<file path="src/rtl/mul_pkg.sv">
// Shared types for the iterative multiplier: FSM state encoding and the
// iteration-counter width helper.
package mul_pkg;

    typedef enum logic [1:0] {
        IDLE = 2'd0,
        BUSY = 2'd1,
        DONE = 2'd2
    } state_t;

    // Bits needed to count iterations 0..w-1.
    function automatic int cnt_w(input int w);
        return (w > 1) ? $clog2(w) : 1;
    endfunction

endpackage

</file>
<file path="src/rtl/mul_iter.sv">
// Iterative shift-add multiplier, one multiplier bit per BUSY cycle,
// signed or unsigned operands chosen per request.
//
// Ports:
//   mul_clk    - clock, all state changes on the rising edge
//   reset      - synchronous active-high reset
//   in_valid   - operand request valid
//   in_ready   - high in IDLE only
//   mul_signed - 1 = signed operands (sampled at input handshake)
//   x, y       - multiplicand / multiplier (sampled at input handshake)
//   out_valid  - high in DONE only
//   out_ready  - consumer accepts result
//   result     - 2*WIDTH product, held until the next product
//
// Build option: define MUL_ITER_EARLY_TERM_EN to end BUSY as soon as no
// multiplier bits remain to be processed.
module mul_iter
    import mul_pkg::*;
#(
    parameter int WIDTH = 32
) (
    input  logic                 mul_clk,
    input  logic                 reset,
    input  logic                 in_valid,
    output logic                 in_ready,
    input  logic                 mul_signed,
    input  logic [WIDTH-1:0]     x,
    input  logic [WIDTH-1:0]     y,
    output logic                 out_valid,
    input  logic                 out_ready,
    output logic [2*WIDTH-1:0]   result
);

    localparam int PW = 2 * WIDTH;
    localparam int CW = cnt_w(WIDTH);
    localparam logic [CW-1:0] LAST_IT = CW'(WIDTH - 1);

    state_t          state;
    logic [PW-1:0]   acc;
    // Extended multiplicand, pre-shifted left by the current iteration.
    logic [PW-1:0]   xsh;
    // Multiplier shifted right so bit 0 is the bit of this iteration.
    logic [WIDTH-1:0] ysh;
    logic            ysign;
    logic [CW-1:0]   cnt;

    logic [WIDTH:0]  xe;
    logic [PW-1:0]   addend;
    logic [PW-1:0]   acc_next;
    logic            last;

    assign xe = {mul_signed & x[WIDTH-1], x};

    always_comb begin
        addend   = ysh[0] ? xsh : '0;
        acc_next = acc + addend;
        // Extended y sign bit carries weight -2^WIDTH.
        if (cnt == LAST_IT && ysign) begin
            acc_next = acc_next - (xsh << 1);
        end
    end

`ifdef MUL_ITER_EARLY_TERM_EN
    // Stop once nothing above the current bit can still contribute.
    always_comb begin
        last = (cnt == LAST_IT) ||
               (!ysign && (ysh[WIDTH-1:1] == '0));
    end
`else
    always_comb begin
        last = (cnt == LAST_IT);
    end
`endif

    always_ff @(posedge mul_clk) begin
        if (reset) begin
            state     <= IDLE;
            in_ready  <= 1'b1;
            out_valid <= 1'b0;
            result    <= '0;
            acc       <= '0;
            xsh       <= '0;
            ysh       <= '0;
            ysign     <= 1'b0;
            cnt       <= '0;
        end else begin
            unique case (state)
                IDLE: begin
                    if (in_valid) begin
                        state    <= BUSY;
                        in_ready <= 1'b0;
                        acc      <= '0;
                        cnt      <= '0;
                        xsh      <= {{(PW-WIDTH-1){xe[WIDTH]}}, xe};
                        ysh      <= y;
                        ysign    <= mul_signed & y[WIDTH-1];
                    end
                end
                BUSY: begin
                    acc <= acc_next;
                    xsh <= xsh << 1;
                    ysh <= ysh >> 1;
                    cnt <= cnt + CW'(1);
                    if (last) begin
                        state     <= DONE;
                        result    <= acc_next;
                        out_valid <= 1'b1;
                    end
                end
                DONE: begin
                    if (out_ready) begin
                        state     <= IDLE;
                        out_valid <= 1'b0;
                        in_ready  <= 1'b1;
                    end
                end
                default: begin
                    state     <= IDLE;
                    out_valid <= 1'b0;
                    in_ready  <= 1'b1;
                end
            endcase
        end
    end

endmodule

</file>
<file path="config.mk">
export PLATFORM = sky130hd
export DESIGN_NAME = mul_iter
export DESIGN_NICKNAME = d
export VERILOG_FILES = /design/src/rtl/mul_pkg.sv /design/src/rtl/mul_iter.sv
export SDC_FILE = /design/constraint.sdc
export NUM_CORES = 1
export LEC_CHECK = 0
export CAP_MARGIN = 20
export CORE_MARGIN = 2
export CORE_UTILIZATION = 60
export DETAILED_ROUTE_END_ITERATION = 16
export GPL_TIMING_DRIVEN = 1
export PLACE_DENSITY = 0.83
export SYNTH_ARGS = -nofsm -noshare
export SYNTH_HDL_FRONTEND = slang
export SYNTH_SLANG_ARGS = --single-unit
</file>
<file path="constraint.sdc">
create_clock -name mul_clk -period 7.4 [get_ports mul_clk]
set_input_delay 0.74 -clock mul_clk [delete_from_list [all_inputs] [get_ports mul_clk]]
set_output_delay 0.74 -clock mul_clk [all_outputs]
set_load 0.005 [all_outputs]
</file>
==> run_results.csv, run 1 <==
group,metric,value,unit
run_status,status,"complete, no violations",
yosys,ys_warn_count,0,
place,postPlaceCellArea,18600,um^2
place,port_buffers,134,
critical_path,ff2ff_setup_slack,0.65,ns
detailed_routing,drt_first_pass_iters,5,
clock_network,holdBufCountCts,0,
clock_network,cts_made_buffers,26,
global_route,antenna_found_initial,0,
power_and_ir_drop,p_leak,7.97,nW
global_route,grt_usage,37.4,%
clock_network,insertion_delay,0.57,ns
critical_path,cp-start-kind,"register",
cells_and_area,fin_nets,2591,
detailed_routing,vias,18000,
clock_network,clockBufferDepth,3,
run,drv_cap,0,
yosys,async_flop_share,0,%
die,initial_core_util,60.4,%
place,gp_congestion,1.04,
cells_and_area,drive_gt1_share,4.89,%
place,dp_slack,0.872,ns
sta,hold_viol,0,
detailed_routing,vias_per_cell,6.43,
sta,maxSlewViolCount,0,
sta,rsz0062_at_grt,"no",
sta,fin_crit_sh,91.2,%
cells_and_area,antennaDiodeCount,0,
sta,worst_slack,0.653,ns
yosys,synthCells,2366,
detailed_routing,route.detailed.drc,0,
global_route,grt_pass1_vias,16900,
critical_path,critPathKind,"reg -> reg",
yosys,synth_edf_count,0,
power_and_ir_drop,peakVddDrop,189,uV
yosys,syn_nets,2564,
yosys,synth-seq-cells,234,
clock_network,htreeDepth,1,
sta,hold_slack,0.462,ns
hold_path,holdPathStages,2,
cells_and_area,design_area,19500,um^2
sta,skew,0.0208,ns
critical_path,r2r_cells,26,
clock_network,cts_tree,"built",
clock_network,cts.sinks,234,
clock_network,cts_root_buffer,"clkbuf_16",
global_route,globalRouteOverflowTotal,0,
die,die_y,174,um
hold_path,hold_path_class,"reg -> reg",
global_route,grt_max_degree,97,
clock_network,cts_resized,0,
yosys,yosys.area.top_type_share,27.1,%
die,fp-row-count,62,
yosys,synthTopCellsByCount,"nor2_1 (308), dfxtp_1 (234), a21oi_1 (227), nand2_1 (217), o21ai_0 (159)",
sta,setup_viol,0,
die,die_w,174,um
detailed_routing,wire_per_inst,20.8,um
detailed_routing,drt_iter0_drc,1747,
clock_network,path_clk_slew,0.06,ns
yosys,syn_area,17300,um^2
sta,setup_tns,0,ns
yosys,synthFlopType,"dfxtp_1",
critical_path,cp.arrival,7.20,ns
yosys,synth_top_area_cell,"dfxtp_1",
detailed_routing,routed_wl,58300,um
yosys,yosysMostFrequentCell,"nor2_1",
critical_path,required,7.85,ns
power_and_ir_drop,power,3.59,mW
die,coreArea,28500,um^2
cells_and_area,final_util,68.4,%
clock_network,cts_setup_buffers,0,
yosys,ys_top_cells_by_area,"dfxtp_1 (27%), ha_1 (9.2%), nor2_1 (6.7%)",
sta,max_freq,148,MHz
cells_and_area,syn2layout_area_growth,13.1,%
sta,worst_pin_slew,1.08,ns
place,place_inst,2749,
critical_path,path_max_fanout,19,
sta,maxSlewHeadroom,28.1,%
power_and_ir_drop,power_density,184,nW/um^2
critical_path,end_kind,"register",
die,ioPinCount,135,
die,dieArea,30100,um^2
cells_and_area,final_cells,2796,
place,dp_hpwl,42800,um
detailed_routing,final_antenna_net_count,0,
global_route,grt_pass1_wl,91100,um
yosys,synth.avg_cell_area,7.29,um^2
yosys,seq_area_frac_synth,27.1,%
sta,fin_crit,6.75,ns
yosys,ys_types,79,
[sequential cells by signal, indices dropped and copies added, names as in the netlist]
signal and cells:
acc 64, result 64, xsh 64, ysh 32, cnt 5, state 2
in_ready 1, out_valid 1, ysign 1
[layer usage]
| layer | up-vias | routed length (um) | global-route usage [%] |
|---|---|---|---|
| met1 | 8508 | 25800 | 52.8 |
| li1 | 8467 | - | - |
| met2 | 895 | 25600 | 58.5 |
| met3 | 116 | 5100 | 6.25 |
| met5 | - | 0 | 0 |
| met4 | 0 | 1740 | 11.6 |
[report_power, final]
| group | leakage [nW] | switching (mW) | internal (mW) |
|---|---|---|---|
| Clock | 0.419 | 0.571 | 0.742 |
| Combinational | 5.65 | 0.590 | 0.337 |
| Sequential | 1.90 | 0.0407 | 1.31 |
| Total | 7.97 | 1.20 | 2.39 |
[kinds of logic (layout without fill, tap and decap cells)]
group                      after synthesis  count (layout)  synth area share, %
adders and majority gates              129             129                 9.44
xor gates and xnor gates               109             109                 5.58
DFF                                    234             234                 27.1
buffers and inverters                  266             312                 5.99
and+or+nand+nor                        834             834                 22.0
AOI/OAI and AO/OA                      776             776                 28.8
muxes                                   18              18                 1.07
[cells in the final DEF, fill, tap and decap left out, drive strengths merged, types with 9 or more instances in the layout]
master | netlist | final
nor3 | 63 | 63
a21oi | 230 | 230
clkdlybuf4s50 | 0 | 133
o211ai | 14 | 14
inv | 113 | 114
nand3 | 65 | 65
nor2b | 13 | 13
a21o | 61 | 61
nor2 | 309 | 309
dfxtp | 234 | 234
a2111oi | 9 | 9
a311oi | 9 | 9
a21boi | 10 | 10
and2 | 72 | 72
and3 | 10 | 10
o21a | 19 | 19
o31ai | 11 | 11
xor2 | 32 | 32
clkinv | 0 | 10
nand2 | 218 | 218
o21ai | 169 | 169
a211oi | 78 | 78
mux2i | 15 | 15
nand2b | 15 | 15
a22oi | 18 | 18
clkbuf | 116 | 31
o21bai | 31 | 31
a31oi | 64 | 64
nand4 | 35 | 35
ha | 127 | 127
xnor2 | 77 | 77
buf | 37 | 19
[layout make-up]
cell class              count  area (um^2)
repair buffers            152         1470
clock buffers              31          689
fillers                  2463         9030
clock inverters            16          174
flip-flops and latches    234         4680
inverters                 113          424
well taps                 384          480
multi-input cells        1866        11600
[worst paths after layout]
check / startpoint / to
worst min register to register: result[39]$_SDFFE_PP0P_ / result[39]$_SDFFE_PP0P_
worst max-delay path: ysh[0]$_SDFFE_PP0P_ / result[55]$_SDFFE_PP0P_
worst min-delay path: result[39]$_SDFFE_PP0P_ / result[39]$_SDFFE_PP0P_
worst max register to register: ysh[0]$_SDFFE_PP0P_ / result[55]$_SDFFE_PP0P_
[critical path, stage by stage, from the launching register on]
cell and delay (ns):
dfxtp_1 0.39, buf_4 0.27, and2_1 0.16, ha_1 0.18
inv_1 0.07, fa_1 0.39, nand2b_1 0.17, a21oi_1 0.26
o21ai_0 0.22, nand3b_1 0.19, nor3b_1 0.40, a21oi_1 0.27
o31a_1 0.38, o21ai_1 0.17, xor2_1 0.29, ha_1 0.30
nand2_1 0.15, o21bai_1 0.21, a2111oi_0 0.67, and3b_1 0.26
o211a_1 0.16, nor3_1 0.10, o21ai_0 0.28, xor2_1 0.15
a32oi_1 0.17, o211ai_1 0.13, o211a_1 0.23
(Power assumes the default switching activity.)
==> run 2, diff against run 1 <==
CTS_CLUSTER_DIAMETER = 80   (was default)
==> results of run 2 <==
Final layout, timing and power as in run 1 (identical DEF).
